**src/rtl/logic_unit_pipe.sv**
```systemverilog
`default_nettype none
// ----------------------------------------------------------------------------
// logic_unit_pipe : registered 8-op bitwise gate unit with zero/ones/parity
//                   flags behind a valid/ready handshake, optional skid buffer
// Revision 1.0
// ----------------------------------------------------------------------------
module logic_unit_pipe #(
  parameter int WIDTH = 8,
  parameter int SKID  = 1
) (
  input  logic             clk,
  input  logic             rst,
  input  logic             in_valid,
  output logic             in_ready,
  input  logic [2:0]       in_op,
  input  logic [WIDTH-1:0] in_a,
  input  logic [WIDTH-1:0] in_b,
  output logic             out_valid,
  input  logic             out_ready,
  output logic [WIDTH-1:0] out_y,
  output logic             out_zero,
  output logic             out_ones,
  output logic             out_parity
);

  // Packet layout: {parity, ones, zero, y}
  localparam int PW = WIDTH + 3;

  logic [WIDTH-1:0] res_y_d;
  logic [PW-1:0]    res_pkt_d;
  logic [PW-1:0]    out_pkt_q;
  logic             out_valid_q;
  logic             accept_d;
  logic             emit_d;

  always_comb begin
    res_y_d = '0;
    case (in_op)
      3'd0:    res_y_d = in_a;
      3'd1:    res_y_d = in_a & in_b;
      3'd2:    res_y_d = in_a | in_b;
      3'd3:    res_y_d = in_a ^ in_b;
      3'd4:    res_y_d = ~in_b;
      3'd5:    res_y_d = ~(in_a & in_b);
      3'd6:    res_y_d = ~(in_a | in_b);
      default: res_y_d = ~(in_a ^ in_b);
    endcase
  end

  assign res_pkt_d = {^res_y_d, &res_y_d, ~|res_y_d, res_y_d};
  assign accept_d  = in_valid & in_ready;
  assign emit_d    = out_valid_q & out_ready;

  generate
    if (SKID != 0) begin : g_skid
      typedef enum logic [1:0] {S_EMPTY = 2'd0, S_ONE = 2'd1, S_TWO = 2'd2} state_t;

      state_t        state_q;
      logic [PW-1:0] skid_q;
      logic          rdy_q;

      always_ff @(posedge clk) begin
        if (rst) begin
          state_q     <= S_EMPTY;
          out_valid_q <= 1'b0;
          out_pkt_q   <= '0;
          skid_q      <= '0;
          rdy_q       <= 1'b1;
        end else begin
          case (state_q)
            S_EMPTY: begin
              if (accept_d) begin
                out_pkt_q   <= res_pkt_d;
                out_valid_q <= 1'b1;
                state_q     <= S_ONE;
              end
            end
            S_ONE: begin
              if (accept_d && !emit_d) begin
                skid_q  <= res_pkt_d;
                state_q <= S_TWO;
                rdy_q   <= 1'b0;
              end else if (accept_d && emit_d) begin
                out_pkt_q <= res_pkt_d;
              end else if (emit_d) begin
                out_valid_q <= 1'b0;
                state_q     <= S_EMPTY;
              end
            end
            S_TWO: begin
              if (emit_d) begin
                out_pkt_q <= skid_q;
                state_q   <= S_ONE;
                rdy_q     <= 1'b1;
              end
            end
            default: begin
              state_q     <= S_EMPTY;
              out_valid_q <= 1'b0;
              rdy_q       <= 1'b1;
            end
          endcase
        end
      end

      // rdy_q already reflects the post-reset EMPTY state; rst only masks it.
      assign in_ready = rdy_q & ~rst;
    end else begin : g_noskid
      always_ff @(posedge clk) begin
        if (rst) begin
          out_valid_q <= 1'b0;
          out_pkt_q   <= '0;
        end else if (accept_d) begin
          out_pkt_q   <= res_pkt_d;
          out_valid_q <= 1'b1;
        end else if (emit_d) begin
          out_valid_q <= 1'b0;
        end
      end

      assign in_ready = ~rst & (~out_valid_q | out_ready);
    end
  endgenerate

  assign out_valid  = out_valid_q;
  assign out_y      = out_pkt_q[WIDTH-1:0];
  assign out_zero   = out_pkt_q[WIDTH];
  assign out_ones   = out_pkt_q[WIDTH+1];
  assign out_parity = out_pkt_q[WIDTH+2];

endmodule
`default_nettype wire

```
**config.mk**
```make
export PLATFORM = sky130hd
export DESIGN_NAME = logic_unit_pipe
export DESIGN_NICKNAME = d
export VERILOG_FILES = /design/src/rtl/logic_unit_pipe.sv
export SDC_FILE = /design/constraint.sdc
export NUM_CORES = 1
export LEC_CHECK = 0
export BUFFER_PORTS_ARGS = -buffer_cell sky130_fd_sc_hd__buf_2
export CELL_PAD_IN_SITES_DETAIL_PLACEMENT = 0
export CELL_PAD_IN_SITES_GLOBAL_PLACEMENT = 2
export CORE_ASPECT_RATIO = 1.2
export CORE_UTILIZATION = 31
export CTS_BUF_LIST = sky130_fd_sc_hd__clkbuf_2 sky130_fd_sc_hd__clkbuf_4 sky130_fd_sc_hd__clkbuf_8
export DETAILED_ROUTE_END_ITERATION = 12
export GPL_TIMING_DRIVEN = 0
export HOLD_SLACK_MARGIN = 0.06
export PLACE_DENSITY_LB_ADDON = 0.3
export SLEW_MARGIN = 20
export SYNTH_ARGS = -nofsm -noshare
export SYNTH_HDL_FRONTEND = slang
export SYNTH_SLANG_ARGS = --single-unit
```
**constraint.sdc**
```tcl
create_clock -name clk -period 2.4 [get_ports clk]
set_input_delay 0.12 -clock clk [delete_from_list [all_inputs] [get_ports clk]]
set_output_delay 0.12 -clock clk [all_outputs]
set_load 0.05 [all_outputs]
```
After elaboration in Yosys (flattened, before gate mapping)
Cells that the tools add are included.
{ "word_totals": {"regBits": 26, "out_inout_bits": 13, "word_cells": 70} }
{ "op_classes": {"bitwise": 13, "eq_ne": 17, "muxes": 20, "n_reduce_logical": 15} }
{ "op_table": {"columns": ["cell", "count"], "rows": [
  ["$pmux 8 s7", 1],
  ["$mux 11", 4],
  ["$pmux 11 s3", 1],
  ["$not 8->8", 4],
  ["$ne 2x2->1 const B", 7],
  ["$mux 2", 5],
  ["$reduce_and 5->1", 2],
  ["$eq 3x3->1 const B", 3],
  ["$and 8x8->8", 1],
  ["$or 8x8->8", 1],
  ["$reduce_and 8->1", 1],
  ["$reduce_or 8->1", 1],
  ["$reduce_xor 8->1", 1],
  ["$xor 8x8->8", 1],
  ["$eq 3x2->1 const B", 2],
  ["$mux 1", 6],
  ["$ne 3x3->1 const B", 2],
  ["$pmux 1 s3", 2],
  ["$pmux 2 s3", 1],
  ["$reduce_and 4->1", 1],
  ["$and 1x1->1", 3],
  ["$eq 3x1->1 const B", 1],
  ["$logic_not 3->1", 1],
  ["$not 1->1", 3],
  ["8 further kinds", 10]
]} }

Logic depth before layout (Yosys ltp)
Gate-level depths: netlist (run 1).
{ "logic_depth": {"depth_word": 8, "depth_mapped": 12, "mapped_depth_nobuf": 12} }

Worst setup path after synthesis (run 1)
OpenSTA, ideal clock, no wires.
{ "synth_path": {"path_kind": "input port to flip-flop", "start": "input port in_op[2]", "end": "register out_pkt_q[10]", "setup_ns": 0.128, "arrival_ns": 2.068, "required_time_ns": 2.272, "cell_stages": 10, "n_path_buf": 1, "path_slack_ns": 0.204, "cell_sequence": "clkbuf_1 > mux4_2 > o31a_2 > inv_1 > ha_1 > xnor2_1 > xnor2_1 > o21ai_0 > mux2i_1 > nor2_1"} }
{ "synth_via": {"elab_chain_len": 6} }
{ "synth_rtl": {"columns": ["element", "line", "source"], "rows": [
  ["start, declared", "15", "input logic [2:0] in_op,"],
  ["$eq 3x3->1 (tied with other cells)", "38", "case (in_op)"],
  ["$pmux 8 s7 *", "38", null],
  ["via res_pkt_d[0]", "30", "logic [PW-1:0] res_pkt_d;"],
  ["$reduce_xor 8->1 *", "50", "assign res_pkt_d = {^res_y_d, &res_y_d, ~|res_y_d, res_y_d};"],
  ["$mux 11", "83", "end else if (accept_d && emit_d) begin"],
  ["$mux 11", "79", "if (accept_d && !emit_d) begin"],
  ["$pmux 11 s3 *", "70", "case (state_q)"],
  ["end signal, assigned", "73", "out_pkt_q <= res_pkt_d;"],
  ["end signal, assigned", "84", "out_pkt_q <= res_pkt_d;"],
  ["end signal, assigned", "92", "out_pkt_q <= skid_q;"],
  ["end, declared", "31", "logic [PW-1:0] out_pkt_q;"]
]} }
Mark *: on every way through the listed nets, which the timed path passes. The rest lies on a longest branch. The select of a mux whose other input is x is not followed.
A chain may end at the register's enable or synchronous reset.

Final worst setup path (run 1)
Ends and elaborated chain as after synthesis.

==> results of run 1 <==
-- power by group through the flow --
stage          clock network [mW]  registers (mW)  logic, mW
2_1_floorplan                   0           0.571      0.299
3_3_place_gp                    0           0.494      0.492
3_5_place_dp                    0           0.495      0.495
4_1_cts                     0.250           0.485      0.497
5_1_grt                     0.274           0.489      0.542
6_report                    0.237           0.483      0.486
-- layout make-up --
cell class / instances / area share
multi-input cells: 184 / 0.5719
flip-flops and latches: 26 / 0.2128
repair buffers: 31 / 0.06343
clock buffers: 3 / 0.01688
well taps: 85 / 0.04348
plain buffers: 15 / 0.03990
inverters: 33 / 0.05166
-- sequential cells by signal, indices dropped and copies added (netlist names) --
signal          count
out_valid           1
g_skid.state_q      2
g_skid.skid_q      11
g_skid.rdy_q        1
out_pkt_q          11
-- worst max-delay path by stage --
stage               depth (start not counted)  startpoint  slack (ps)       endpoint
floorplan                                  10    in_op[2]         200  out_pkt_q[10]
global placement                           10    in_op[2]         -90  out_pkt_q[10]
detailed placement                         10    in_op[2]        -110  out_pkt_q[10]
CTS                                        10    in_op[2]         170  out_pkt_q[10]
global route                               10    in_op[2]          30  out_pkt_q[10]
finish                                     10    in_op[2]         210  out_pkt_q[10]
-- cells by family (layout without fill, tap and decap cells) --
logic type      after synthesis  after routing  synth area share
compound gates               52             52            0.1815
xor+xnor                      3              3           0.01226
fa+ha+maj                    24             24            0.1401
buf+inv                      48             82            0.1045
flops                        26             26            0.2428
mux                          21             21            0.1337
simple gates                 84             84            0.1851
-- per-layer routing --
metal  track usage  part of all wire  vias up
met4       0.05093             0.013        0
met2        0.2493              0.50       28
met3       0.01366             0.024        4
li1              -                 -      950
met5             0                 0        -
met1        0.1697              0.47      818
-- Yosys cell counts (all sizes together) (6+ instances only) --
cell type and number:
inv 31, nand2 29, nor2 27, dfxtp 26, ha 24, a211oi 11
buf 11, mux2i 11, a21oi 10, o21ai 10, nand2b 9, a311oi 6
==> metrics.csv, run 1 <==
metric,value,unit
Area contributors post-synth,"dfxtp_1, ha_1, mux4_2, mux2i_1, inv_1",
WP buf/inv,2,
Tot GR Track Use,0.1384,
"Design Area, Final",2446,um2
Post-CTS Hold Buffers,0,
Routed wire per std cell,12.55,um
fin nets,341,
Area Overhead vs Synth,14.13,%
gp weighted congestion,0.7229,
arrival time of the worst setup path,2330,ps
Starting Density,0.3264,
logic gate share of total power,0.403,
antenna-violating nets left,0,
worst setup slack after layout,211.6,ps
floorplan row count,32,
critical path capture point type,register,
routed vias,1800,
leak pwr,1.148,nW
crit share post-route,0.9118,
Reg2Reg Depth,7,
Worst EP required,2540,ps
Die Y,93.09,um
Pre-antenna DRT Iters,4,
TritonCTS Buffers,3,
Residual DRC,0,
cell mode on critical path,xnor2_1,
first-pass GRT wire length,7.941,mm
area of the multi-input gates,1399,um2
DR iter-0 viols,102,
hold path start,rst,
later-pin clock latency in the skew report,260,ps
slowest CP cell,mux4_2,
fillcell total,740,
layout cells sized above 1,0.2363,
CP Class,primary input to register,
ys flop type,dfxtp_1,
# setup viols final,0,
DR vias/cell,4.775,
ys async rst share,0,
FMAX,457.0,MHz
register area share after synthesis,0.2428,
Critical Path Fanout Max,10,
Syn Nets,305,
total power,1.207,mW
worst hold path depth,2,
final core occ,0.3725,
Sw Ratio,0.3665,
synth unique cells,45,
post-CTS resize count,0,
Antenna diodes,0,
r2r endpoint,g_skid.skid_q[10],
fin crit period,2188,ps
CTS tree,yes,
grt ovf,0,
top-area cell type share of the netlist area,0.2428,
Core Footprint,6566,um2
Mapped Avg Cell Area,8.307,um2
actual slew at the worst max-slew pin,548.9,ps
Yosys reg bits,26,
root buf cell,clkbuf_8,
Switching Power,0.4422,mW
Die Footprint,7252,um2
Finished Layout Cells,377,
Peak VDD IR,0.2091,mV
placed cell count,374,
cell area power density,493.3,nW/um2
critical path cell sequence,clkbuf_1 -> mux4_2 -> o31a_2 -> inv_1 -> ha_1 -> xnor2_1 -> xnor2_1 -> o21ai_0 -> mux2i_1 -> nor2_1,
Sequential Power Share,0.401,
r2r startpoint,g_skid.state_q[1],
Top Ports,36,
MaxCap Viol Count,0,
synthesized area,2143,um2
Gate Count Post-Synth,258,
clk sink count,26,
Clock transition at path regs,80,ps
max-slew violation count,0,
Post-CTS Setup Repair Bufs,0,
Reg area,520.5,um2
pin count of the biggest net entering global routing,14,
post-place setup slack,-107.4,ps
status,"finished, final reports clean",
Clk pwr share,0.196,
RSZ-0062 raised after global routing,false,
vias in the first global route,1680,
r2r setup slk,560,ps
I/O Buffers,31,
"commonest cells after routing, fill and taps aside","buf_2, inv_1, nand2_1, nor2_1, dfxtp_1",
crit-path max cell delay,550,ps
Internal Power,0.7643,mW
worst hold path type,primary input to register,
final WL,4.730,mm
crit path launch type,primary input,
"most common cell after layout, fill and taps aside",buf_2,
deepest clock path buffer count,2,
DP Wirelength,3.738,mm
Crit path max-delay family,multiplexers,
Post-DP Area,2405,um2
H-tree Lvls,1,
Worst Clk Skew,4.107,ps
Hold WS,150.7,ps
antenna violations before repair,0,
Fin Setup TNS,0,ps
YS warnings,0,
final hold vios,0,
Max-slew headroom,0.6325,
"EDFF count, synth",0,
chip width,77.91,um
largest area contributor in the netlist,dfxtp_1,
hold worst-path end,out_pkt_q[2],
Power figures use the tool's default switching activity.
==> run 2: changes to the inputs <==
--- a/config.mk
+++ b/config.mk
@@ -14,7 +14,7 @@
 export DETAILED_ROUTE_END_ITERATION = 12
 export GPL_TIMING_DRIVEN = 0
 export HOLD_SLACK_MARGIN = 0.06
-export PLACE_DENSITY_LB_ADDON = 0.3
+export PLACE_DENSITY_LB_ADDON = 0.1
 export SLEW_MARGIN = 20
 export SYNTH_ARGS = -nofsm -noshare
 export SYNTH_HDL_FRONTEND = slang
==> metrics.csv, run 2 (synthesis results as in run 1) <==
metric,value,unit
met2 WL post-DR,2.435,mm
Worst EP required,2550,ps
# setup viols final,0,
actual slew at the worst max-slew pin,556.5,ps
status,"finished, final reports clean",
"most common cell after layout, fill and taps aside",buf_2,
crit share post-route,0.8924,
fin crit period,2142,ps
Die Y,93.09,um
floorplan row count,32,
Top Ports,36,
placed cell count,374,
Fin Setup TNS,0,ps
critical path capture point type,register,
Internal Power,0.7988,mW
Peak VDD IR,0.2113,mV
Worst Clk Skew,5.460,ps
max-slew violation count,0,
routed vias,1811,
Finished Layout Cells,378,
Regs by FF count,"g_skid.skid_q x11, out_pkt_q x11, g_skid.state_q x2",
later-pin clock latency in the skew report,270,ps
final hold vios,0,
CTS tree,yes,
clk sink count,26,
deepest clock path buffer count,2,
layout cells sized above 1,0.2389,
antenna-violating nets left,0,
"commonest cells after routing, fill and taps aside","buf_2, inv_1, nand2_1, nor2_1, dfxtp_1",
worst hold path type,primary input to register,
Core Footprint,6566,um2
arrival time of the worst setup path,2290,ps
Sequential Power Share,0.385,
chip width,77.91,um
DP Wirelength,3.835,mm
TritonCTS Buffers,3,
Post-CTS Hold Buffers,0,
I/O Buffers,31,
leak pwr,1.155,nW
fin nets,341,
uppermost layer routed,met4,
Clk pwr share,0.231,
H-tree Lvls,1,
Starting Density,0.3264,
gp weighted congestion,0.7581,
Residual DRC,0,
post-CTS resize count,0,
Area Overhead vs Synth,14.77,%
vias in the first global route,1786,
Clock transition at path regs,100,ps
Routed wire per std cell,12.57,um
DR vias/cell,4.791,
Critical Path Fanout Max,10,
FMAX,466.9,MHz
Antenna diodes,0,
MaxCap Viol Count,0,
RSZ-0062 raised after global routing,false,
Post-CTS Setup Repair Bufs,0,
antenna violations before repair,0,
cell area power density,511.6,nW/um2
logic gate share of total power,0.384,
CP Class,primary input to register,
DR iter-0 viols,28,
grt ovf,0,
crit path launch type,primary input,
fillcell total,728,
Routed met1 length,2.171,mm
final WL,4.753,mm
Sw Ratio,0.3653,
met3 wire length,94,um
first-pass GRT wire length,8.155,mm
Die Footprint,7252,um2
Switching Power,0.4598,mW
pin count of the biggest net entering global routing,15,
Pre-antenna DRT Iters,4,
Tot GR Track Use,0.1411,
Max-slew headroom,0.6274,
root buf cell,clkbuf_8,
## run 2: cell types whose count changed in the layout (fill, tap and decap cells not counted)
cell,delta
clkbuf_8,+1
## run 2: path summary, 6_finish.rpt
kind                     startpoint                end  depth (start not counted)  slack [ps]
setup reg to reg  g_skid.state_q[1]  g_skid.skid_q[10]                          7         570
hold / removal                  rst       out_pkt_q[2]                          2         130
setup / recovery           in_op[2]      out_pkt_q[10]                         10         260
hold reg to reg        out_pkt_q[6]       out_pkt_q[6]                          2         460
## run 2: per-layer routing
metal	GRT usage	vias up
li1	-	953
met1	0.1661	826
met2	0.2736	28
met3	0.008780	4
met4	0.03704	0
met5	0	-
## run 2: stage by stage
stage / total power, mW / setup slack, ps / area, um2 / utilization / hold WS [ps]
2_1_floorplan: 0.8705 / 203.9 / 2143 / - / 319.8
3_3_place_gp: 0.9886 / -53.95 / 2405 / 0.3662 / 434.7
3_5_place_dp: 0.9895 / -79.07 / 2405 / 0.3662 / 435.6
4_1_cts: 1.278 / 221.4 / 2460 / 0.3746 / 138.4
5_1_grt: 1.342 / 16.67 / 2460 / 0.3746 / 150.4
6_report: 1.259 / 258.3 / 2460 / 0.3746 / 127.6
## run 2: cell type report
cell class                      instances  area, um2  area share
Clock buffer                            4      55.05     0.02238
Timing Repair Buffer                   31      155.1     0.06307
Multi-Input combinational cell        184       1399      0.5687
Inverter                               33      126.4     0.05137
Tap cell                               85      106.4     0.04323
Sequential cell                        26      520.5      0.2116
Buffer                                 15      97.59     0.03967
## run 2: critical path, stage by stage
cell      delay, ps
clkbuf_1        310
mux4_2          560
o31a_2          350
inv_1            80
ha_1            230
xnor2_1         190
xnor2_1         160
o21ai_0         100
mux2i_1         140
nor2_1           50
## run 2: power by group through the flow
stage | sequential (mW) | combinational, mW | clock, mW
after CTS | 0.485 | 0.495 | 0.297
after floorplan | 0.571 | 0.299 | 0
after detailed placement | 0.495 | 0.494 | 0
after global routing | 0.490 | 0.543 | 0.309
final | 0.485 | 0.484 | 0.290
after global placement | 0.495 | 0.493 | 0
